===== src/rtl/abro_driver_if.sv =====
// Command, A/B/R/O pin, response and statistics signals of the ABRO driver.
// master = command source / controller side, slave = the driver itself.
interface abro_driver_if #(
    parameter int GAP_W = 8,
    parameter int CNT_W = 16
);
    logic             cmd_valid;
    logic             cmd_ready;
    logic [1:0]       cmd_op;
    logic [GAP_W-1:0] cmd_gap;
    logic             cmd_expect;
    logic             A;
    logic             B;
    logic             R;
    logic             O;
    logic             rsp_valid;
    logic             rsp_match;
    logic             rsp_o;
    logic             cnt_clr;
    logic [CNT_W-1:0] o_count;
    logic [CNT_W-1:0] mismatch_count;
    logic [CNT_W-1:0] spurious_count;

    modport master (
        output cmd_valid, cmd_op, cmd_gap, cmd_expect, O, cnt_clr,
        input  cmd_ready, A, B, R, rsp_valid, rsp_match, rsp_o,
               o_count, mismatch_count, spurious_count
    );

    modport slave (
        input  cmd_valid, cmd_op, cmd_gap, cmd_expect, O, cnt_clr,
        output cmd_ready, A, B, R, rsp_valid, rsp_match, rsp_o,
               o_count, mismatch_count, spurious_count
    );
endinterface


===== src/rtl/abro_driver.sv =====
// Drives one-cycle A/B/R pulses per accepted command, checks O in the pulse
// cycle against the command's expectation and keeps saturating event counters.
module abro_driver #(
    parameter int GAP_W = 8,
    parameter int CNT_W = 16
) (
    input  logic         clk,
    input  logic         rst,
    abro_driver_if.slave bus
);
    // state | meaning
    // IDLE  | cmd_ready high, waiting for a command
    // DRIVE | single cycle: A/B/R asserted, O sampled
    // GAP   | requested idle cycles, gap down-counter running
    typedef enum logic [1:0] {
        S_IDLE  = 2'd0,
        S_DRIVE = 2'd1,
        S_GAP   = 2'd2
    } state_t;

    state_t           state_q, state_d;
    logic [GAP_W-1:0] gap_q, gap_d;
    logic [GAP_W-1:0] gap_cnt_q, gap_cnt_d;
    logic             exp_q, exp_d;
    logic             a_q, a_d, b_q, b_d, r_q, r_d;
    logic             rsp_valid_q, rsp_valid_d;
    logic             rsp_match_q, rsp_match_d;
    logic             rsp_o_q, rsp_o_d;
    logic [CNT_W-1:0] o_cnt_q, o_cnt_d;
    logic [CNT_W-1:0] mis_cnt_q, mis_cnt_d;
    logic [CNT_W-1:0] spur_cnt_q, spur_cnt_d;
    logic             in_drive;

    function automatic logic [CNT_W-1:0] sat_inc(input logic [CNT_W-1:0] v, input logic en);
        if (en && !(&v)) return v + 1'b1;
        return v;
    endfunction

    assign in_drive = (state_q == S_DRIVE);

    always_comb begin
        state_d     = state_q;
        gap_d       = gap_q;
        gap_cnt_d   = gap_cnt_q;
        exp_d       = exp_q;
        a_d         = 1'b0;
        b_d         = 1'b0;
        r_d         = 1'b0;
        rsp_valid_d = 1'b0;
        rsp_match_d = rsp_match_q;
        rsp_o_d     = rsp_o_q;
        case (state_q)
            S_IDLE: begin
                if (bus.cmd_valid) begin
                    // A/B/R are decided here so they are registered by the DRIVE cycle
                    gap_d   = bus.cmd_gap;
                    exp_d   = bus.cmd_expect;
                    a_d     = (bus.cmd_op == 2'b00) || (bus.cmd_op == 2'b11);
                    b_d     = (bus.cmd_op == 2'b01) || (bus.cmd_op == 2'b11);
                    r_d     = (bus.cmd_op == 2'b10);
                    state_d = S_DRIVE;
                end
            end
            S_DRIVE: begin
                rsp_valid_d = 1'b1;
                rsp_o_d     = bus.O;
                rsp_match_d = (bus.O == exp_q);
                if (gap_q != '0) begin
                    gap_cnt_d = gap_q;
                    state_d   = S_GAP;
                end else begin
                    state_d   = S_IDLE;
                end
            end
            S_GAP: begin
                // terminal count at 1 so the counter lands on 0 and never wraps
                gap_cnt_d = gap_cnt_q - 1'b1;
                if (gap_cnt_q == GAP_W'(1)) state_d = S_IDLE;
            end
            default: state_d = S_IDLE;
        endcase
    end

    always_comb begin
        o_cnt_d    = o_cnt_q;
        mis_cnt_d  = mis_cnt_q;
        spur_cnt_d = spur_cnt_q;
        if (bus.cnt_clr) begin
            o_cnt_d    = '0;
            mis_cnt_d  = '0;
            spur_cnt_d = '0;
        end else begin
            o_cnt_d    = sat_inc(o_cnt_q, in_drive & bus.O);
            mis_cnt_d  = sat_inc(mis_cnt_q, in_drive & (bus.O != exp_q));
            spur_cnt_d = sat_inc(spur_cnt_q, ~in_drive & bus.O);
        end
    end

    always_ff @(posedge clk or negedge rst) begin
        if (!rst) begin
            state_q     <= S_IDLE;
            gap_q       <= '0;
            gap_cnt_q   <= '0;
            exp_q       <= 1'b0;
            a_q         <= 1'b0;
            b_q         <= 1'b0;
            r_q         <= 1'b0;
            rsp_valid_q <= 1'b0;
            rsp_match_q <= 1'b0;
            rsp_o_q     <= 1'b0;
            o_cnt_q     <= '0;
            mis_cnt_q   <= '0;
            spur_cnt_q  <= '0;
        end else begin
            state_q     <= state_d;
            gap_q       <= gap_d;
            gap_cnt_q   <= gap_cnt_d;
            exp_q       <= exp_d;
            a_q         <= a_d;
            b_q         <= b_d;
            r_q         <= r_d;
            rsp_valid_q <= rsp_valid_d;
            rsp_match_q <= rsp_match_d;
            rsp_o_q     <= rsp_o_d;
            o_cnt_q     <= o_cnt_d;
            mis_cnt_q   <= mis_cnt_d;
            spur_cnt_q  <= spur_cnt_d;
        end
    end

    assign bus.cmd_ready      = (state_q == S_IDLE);
    assign bus.A              = a_q;
    assign bus.B              = b_q;
    assign bus.R              = r_q;
    assign bus.rsp_valid      = rsp_valid_q;
    assign bus.rsp_match      = rsp_match_q;
    assign bus.rsp_o          = rsp_o_q;
    assign bus.o_count        = o_cnt_q;
    assign bus.mismatch_count = mis_cnt_q;
    assign bus.spurious_count = spur_cnt_q;
endmodule

===== src/flat_wrapper.sv =====
// flat-port wrapper written by rule: the top's interface ports become plain ports
module abro_driver_flat 
#(
    parameter int GAP_W = 8,
    parameter int CNT_W = 16
)
  (clk, rst, bus_cmd_valid, bus_cmd_op, bus_cmd_gap, bus_cmd_expect, bus_O, bus_cnt_clr, bus_cmd_ready, bus_A, bus_B, bus_R, bus_rsp_valid, bus_rsp_match, bus_rsp_o, bus_o_count, bus_mismatch_count, bus_spurious_count);
  abro_driver_if #(.GAP_W(GAP_W), .CNT_W(CNT_W)) bus_i ();
  input  logic clk;
  input  logic rst;
  input wire logic [$bits(bus_i.cmd_valid)-1:0] bus_cmd_valid;
  input wire logic [$bits(bus_i.cmd_op)-1:0] bus_cmd_op;
  input wire logic [$bits(bus_i.cmd_gap)-1:0] bus_cmd_gap;
  input wire logic [$bits(bus_i.cmd_expect)-1:0] bus_cmd_expect;
  input wire logic [$bits(bus_i.O)-1:0] bus_O;
  input wire logic [$bits(bus_i.cnt_clr)-1:0] bus_cnt_clr;
  output wire logic [$bits(bus_i.cmd_ready)-1:0] bus_cmd_ready;
  output wire logic [$bits(bus_i.A)-1:0] bus_A;
  output wire logic [$bits(bus_i.B)-1:0] bus_B;
  output wire logic [$bits(bus_i.R)-1:0] bus_R;
  output wire logic [$bits(bus_i.rsp_valid)-1:0] bus_rsp_valid;
  output wire logic [$bits(bus_i.rsp_match)-1:0] bus_rsp_match;
  output wire logic [$bits(bus_i.rsp_o)-1:0] bus_rsp_o;
  output wire logic [$bits(bus_i.o_count)-1:0] bus_o_count;
  output wire logic [$bits(bus_i.mismatch_count)-1:0] bus_mismatch_count;
  output wire logic [$bits(bus_i.spurious_count)-1:0] bus_spurious_count;
  assign bus_i.cmd_valid = bus_cmd_valid;
  assign bus_i.cmd_op = bus_cmd_op;
  assign bus_i.cmd_gap = bus_cmd_gap;
  assign bus_i.cmd_expect = bus_cmd_expect;
  assign bus_i.O = bus_O;
  assign bus_i.cnt_clr = bus_cnt_clr;
  assign bus_cmd_ready = bus_i.cmd_ready;
  assign bus_A = bus_i.A;
  assign bus_B = bus_i.B;
  assign bus_R = bus_i.R;
  assign bus_rsp_valid = bus_i.rsp_valid;
  assign bus_rsp_match = bus_i.rsp_match;
  assign bus_rsp_o = bus_i.rsp_o;
  assign bus_o_count = bus_i.o_count;
  assign bus_mismatch_count = bus_i.mismatch_count;
  assign bus_spurious_count = bus_i.spurious_count;
  abro_driver #(.GAP_W(GAP_W), .CNT_W(CNT_W)) u_core (.clk(clk), .rst(rst), .bus(bus_i));
endmodule

===== config.mk =====
export PLATFORM = sky130hd
export DESIGN_NAME = abro_driver_flat
export DESIGN_NICKNAME = d
export VERILOG_FILES = /design/src/rtl/abro_driver_if.sv /design/src/rtl/abro_driver.sv /design/src/flat_wrapper.sv
export SDC_FILE = /design/constraint.sdc
export NUM_CORES = 1
export LEC_CHECK = 0
export CAP_MARGIN = 20
export CORE_ASPECT_RATIO = 1.4
export CORE_UTILIZATION = 57
export CTS_BUF_LIST = sky130_fd_sc_hd__clkbuf_16
export CTS_CLUSTER_SIZE = 8
export DETAILED_ROUTE_END_ITERATION = 16
export GPL_TIMING_DRIVEN = 1
export PLACE_DENSITY = 0.86
export SYNTH_ARGS = -nofsm -noshare
export SYNTH_HDL_FRONTEND = slang
export SYNTH_SLANG_ARGS = --single-unit
export TNS_END_PERCENT = 1

===== constraint.sdc =====
create_clock -name clk -period 5.4 [get_ports clk]
set_clock_uncertainty 0.2 [all_clocks]
set_input_delay 1.08 -clock clk [delete_from_list [all_inputs] [get_ports clk]]
set_output_delay 1.08 -clock clk [all_outputs]
set_load 0.005 [all_outputs]

==> results.ini, run 1 <==
[timing]
tns_ps=0
tightest_slew_ps=850
holdWs_ps=308
rsz0062_at_grt=no
fmax_mhz=292
period_share_pct=63.3
hold_violations=0
period_needed_ps=3420
finalSetupViolations=0
final_max_slew_viol_count=0
slew_headroom_pct=41.9

[critical_path]
crit_required_ps=5440
crit_chain=clkdlybuf4s50_1 > xor2_1 > nand4_1 > or4_1 > a21oi_1
cp-end-kind=flop
crit_path_start_kind=input pin
slowest_stage=clkdlybuf4s50_1
max_stage_delay_ps=710
cp.arrival_ps=3460
worst-r2r-setup-slack_ps=2800
critical_path_class=input pin to flop
path_max_fanout=13

[global_route]
grt-busiest-layer=met2
grt_pass1_wl_um=15200
gr-usage-met1_pct=32.1
grt_pass1_vias=3302
grt_max_degree=54
grt_overflow=0
grtUsageMet2_pct=46.4
antenna_found_initial=0
grtUsageMet3_pct=4.82
track_usage_pct=26.7

[synth]
syn_area_um2=3900
synth-edff-count=0
ys.flop_type=dfrtp_1
synth-seq-area-share_pct=46.8
ys_warn_count=0
syn_area_per_cell_um2=9.91
async_flop_share_pct=100
ys_types=54
synth-seq-cells=73
synth_cells=394
postSynthNetCount=418

[die]
start_util_pct=59.0
rows=35
io-pin-count=71
coreArea_um2=6610
fp.dieH_um=99.9
die_w_um=71.9
dieArea_um2=7190

[hold_path]
hp-class=flop to flop

[clocking]
cts.sinks=73
ctsHoldBuffers=0
clk_latency_ps=330
cts_resized=0
htree_levels=3
numCtsBuffers=9
root_buffer=clkbuf_16
clk_pin_slew_ps=60
cts_setup_buffers=0
clock_path_buffers=2
cts_tree=done

[pwr]
power.density_nw_per_um2=331
finalPower_mw=1.64
ir_drop_mv=0.338
leakagePower_nw=1.93

[final_layout]
fin_nets=485
finalNonFillerCells=558
antenna_cells=0
fin_area_um2=4940
drive_above_1_share_pct=10.1
syn_to_final_growth_pct=26.5
fillers=474

[placed_design]
dpl_cell_area_um2=4650
hpwl_um=6190
routabilityCongestion=0.883
portBuffers=70
dp_cells=541

[run]
maxCapViolations=0

[route]
ant_nets=0
first_pass_iters=4
drcViolationCount=0
wl_um=9000
vias_per_cell=6.24
via_count=3480
drt_iter0_markers=208
wl_per_cell_um=16.1

[outcome]
status=finished, final reports clean

## state kept, by name, indices dropped and copies added (netlist names), 2 cells and up
register / cells
u_core.bus.mismatch_count: 16
u_core.bus.o_count: 16
u_core.bus.spurious_count: 16
u_core.gap_cnt_q: 8
u_core.gap_q: 8
u_core.state_q: 2
## stage by stage
stage,util (%),setup slack [ps]
3_5_place_dp,70.3,1680
6_report,74.7,1980
2_1_floorplan,-,2600
4_1_cts,74.6,2010
3_3_place_gp,70.3,1780
5_1_grt,74.7,1750
## where the power goes
group | internal (mW) | switching [mW] | leakage, nW
Combinational | 0.170 | 0.167 | 0.810
Sequential | 0.638 | 0.0862 | 0.974
Clock | 0.352 | 0.222 | 0.142
## cell type report
cell class                 count  area [um^2]  share of cell area, %
clock buffer                   9          225                   4.56
clock inverter                 7         61.3                   1.24
inverter                      12         47.5                  0.963
multi-input combinational    290         1930                   39.1
sequential                    73         1830                   37.0
tap                           92          115                   2.33
timing repair buffer          75          731                   14.8
## layer usage
metal  up-vias  part of all wire (%)
li1       1649                     -
met1      1701                    40
met2       117                    54
met3        13                   4.8
met4         0                   1.3
met5         -                     0
## worst paths after layout
kind	cells past startpoint	end	from
max	5	u_core.bus.mismatch_count[14]	bus_O
min	2	u_core.bus.rsp_o	u_core.bus.rsp_o
max reg2reg	5	u_core.bus.mismatch_count[14]	u_core.state_q[0]
min reg2reg	2	u_core.bus.rsp_o	u_core.bus.rsp_o
max in group asynchronous	2	u_core.gap_cnt_q[3]	rst
min in group asynchronous	1	u_core.bus.o_count[3]	rst
## cell usage after synthesis, drive strengths merged, types with 3 or more instances
master | n | share of area, %
dfrtp | 73 | 47
a21oi | 30 | 3.8
nand2 | 27 | 2.6
or4 | 22 | 4.2
nand3 | 20 | 2.6
mux2 | 18 | 5.2
nor2 | 18 | 1.7
o21ai | 16 | 2.1
o31ai | 16 | 3.1
inv | 12 | 1.2
nand4 | 12 | 1.9
nor2b | 11 | 1.8
clkbuf | 10 | 0.96
buf | 9 | 1.5
nor4 | 9 | 1.4
ha | 8 | 2.6
and3 | 7 | 1.1
o41ai | 7 | 1.6
or3 | 7 | 1.1
o311ai | 6 | 1.3
and4 | 5 | 1.1
nor3 | 5 | 0.64
o211ai | 5 | 0.96
or2 | 4 | 0.64
and2 | 3 | 0.48
mux2i | 3 | 0.77
nand2b | 3 | 0.48
nor4b | 3 | 0.67
## worst max-delay path: cells and delay by family
| kind | cells | cell delay, ps |
|---|---|---|
| compound gates | 1 | 180 |
| buf+inv | 1 | 710 |
| xor+xnor | 1 | 430 |
| simple gates | 2 | 1070 |
## placed cells by master (no fill, tap or decap), types with 4 or more instances in the layout
master and count:
o211ai_1 5, dfrtp_1 73, o21ai_0 16, o311ai_0 5, nor2b_1 11, nand2_1 27
clkinv_2 4, inv_1 11, or3_1 7, a21oi_1 30, buf_4 4, nand4_1 12
nand3_1 20, or4_1 22, o31ai_1 16, o41ai_1 7, nor2_1 18, and3_1 7
ha_1 8, nor3_1 5, clkbuf_16 9, and4_1 5, nor4_1 9, or2_2 4
mux2_2 18, clkdlybuf4s50_1 69
## kinds of logic (layout without fill, tap and decap cells)
| family | Yosys count | count (layout) | synth area share, % |
|---|---|---|---|
| xor+xnor | 3 | 3 | 0.673 |
| fa+ha+maj | 8 | 8 | 2.56 |
| compound gates | 96 | 96 | 16.1 |
| mux | 21 | 21 | 5.96 |
| flops | 73 | 73 | 46.8 |
| simple gates | 162 | 162 | 24.2 |
| buf+inv | 31 | 103 | 3.69 |
(Power assumes the default switching activity.)
==> run 2: changes to the inputs <==
Settings changed: CORE_UTILIZATION 57 to 53, PLACE_DENSITY 0.86 to 0.81.
Clock period 5.4 ns to 3.2 ns, I/O delays scaled along.
==> run 2 against run 1 <==
Net effect:
- die area up 7.4%
- via count rose by 1.4%
- worst hold slack worse by 160 ps
- register-to-register slack worse by 2100 ps
- count of clock-buffer cells in the layout stayed put
- combinational power is 74% higher
- clock power grew 83%
==> results.ini, run 2 (same netlist as run 1, synthesis figures left out) <==
[clocking]
root_buffer=clkbuf_16
clock_path_buffers=2  ; unchanged
cts_tree=done
htree_levels=3  ; unchanged
ctsHoldBuffers=0  ; unchanged
cts.sinks=73  ; unchanged
clk_latency_ps=330  ; about the same
clk_pin_slew_ps=60  ; about the same
numCtsBuffers=9  ; unchanged
cts_setup_buffers=0  ; unchanged
cts_resized=0  ; unchanged

[timing]
tightest_slew_ps=704  ; -145 ps
slew_headroom_pct=52.7  ; +11 points
setup_ws_ps=555  ; -1420 ps
hold_violations=0  ; unchanged
period_share_pct=82.7
fmax_mhz=378
period_needed_ps=2650
rsz0062_at_grt=no
tns_ps=0  ; unchanged
finalSetupViolations=0  ; unchanged
final_max_slew_viol_count=0  ; unchanged

[placed_design]
post-place-ws_ps=238  ; -1440 ps
portBuffers=70  ; unchanged
routabilityCongestion=0.836  ; -5.3%
hpwl_um=6500  ; +5.1%

[final_layout]
layout_common_cells=dfrtp_1 (73), clkdlybuf4s50_1 (68), a21oi_1 (30), nand2_1 (27), or4_1 (22)
fin_nets=489  ; +0.82%
syn_to_final_growth_pct=28.3
antenna_cells=0  ; unchanged
fillers=558  ; +18%
mostFrequentLayoutCell=dfrtp_1
drive_above_1_share_pct=10.9  ; +0.77 points

[hold_path]
hp-class=input pin to asynchronous set/reset pin

[critical_path]
critical_path_class=input pin to flop
crit_path_start_kind=input pin
cp_num_buf_inv=1  ; unchanged
cp.arrival_ps=2660  ; -800 ps
crit_chain=clkdlybuf4s50_1 > xor2_1 > nand4_1 > nor4b_1 > mux2_2
crit_required_ps=3220  ; -2220 ps
worst-r2r-setup-slack_ps=740  ; -2060 ps
path_max_fanout=6  ; -7
max_stage_delay_ps=600  ; -110 ps
cpLargestDelayFamily=simple AND/OR/NAND/NOR gates
slowest_stage=clkdlybuf4s50_1
cp-end-kind=flop

[route]
first_pass_iters=5  ; +1
drcViolationCount=0  ; unchanged
wl_per_cell_um=16.9  ; +4.7%
wl_um=9540  ; +6.0%
drt_iter0_markers=247  ; +19%
via_count=3527  ; +1.4%
vias_per_cell=6.24  ; about the same
ant_nets=0  ; unchanged

[global_route]
grt_overflow=0  ; unchanged
antenna_found_initial=0  ; unchanged
grt_pass1_vias=3510  ; +6.3%
grt_max_degree=53  ; -1.9%
track_usage_pct=26.7  ; about the same
grt_pass1_wl_um=16100  ; +6.0%

[die]
io-pin-count=71  ; unchanged
die_w_um=74.5  ; +3.6%
fp.dieH_um=104  ; +3.6%
coreArea_um2=7030  ; +6.3%
rows=36  ; +2.9%
dieArea_um2=7720  ; +7.4%
start_util_pct=55.6  ; -3.5 points

[pwr]
finalPower_mw=2.86  ; +75%
ir_drop_mv=0.420  ; +24%
power.density_nw_per_um2=571  ; +73%
leakagePower_nw=1.96  ; +1.7%

[run]
maxCapViolations=0  ; unchanged

[outcome]
status=finished, final reports clean

run 2: changes by cell type in the layout (fill, tap and decap cells not counted), sizes merged:
| cell | previous run | this run |
|---|---|---|
| bufinv | 1 | 2 |
| buf | 6 | 11 |
| clkdlybuf4s50 | 69 | 68 |
| clkinv | 5 | 4 |
run 2: report_power, final:
| group | switching, mW | total [mW] | internal, mW |
|---|---|---|---|
| Clock | 0.375 | 1.05 | 0.674 |
| Combinational | 0.293 | 0.587 | 0.294 |
| Sequential | 0.149 | 1.23 | 1.08 |
| Total | 0.817 | 2.86 | 2.04 |
run 2: metrics by stage:
stage	utilization (%)	cell area, um^2	hold WS [ps]	cells
5_1_grt	71.3	5010	208	565
4_1_cts	71.3	5010	173	565
2_1_floorplan	-	3900	144	394
3_3_place_gp	66.8	4700	290	549
6_report	71.3	5010	150	565
3_5_place_dp	66.8	4700	286	549
run 2: routing by layer:
metal  track usage, %  wire, um  vias up
li1                 -         -     1658
met1             31.1      3790     1728
met2             47.0      5150      123
met3             4.18       440       18
met4             11.3       163        0
met5                0         0        -
run 2: final cells by class:
cell class	instances	area [um^2]	share of cell area [%]
clock inverter	7	85.1	1.70
timing repair buffer	79	771	15.4
clock buffer	9	225	4.50
sequential	73	1830	36.5
multi-input combinational	290	1930	38.6
tap	95	119	2.37
inverter	12	47.5	0.950
run 2: final timing paths:
kind,start,end,cells after the start
worst min-delay path,rst,u_core.bus.o_count[7],1
worst min register to register,u_core.gap_q[4],u_core.gap_cnt_q[4],2
worst max-delay path,bus_O,u_core.bus.mismatch_count[15],5
max in group asynchronous,rst,u_core.bus.mismatch_count[0],2
worst max register to register,u_core.state_q[0],u_core.bus.spurious_count[10],5
min in group clk,u_core.gap_q[4],u_core.gap_cnt_q[4],2
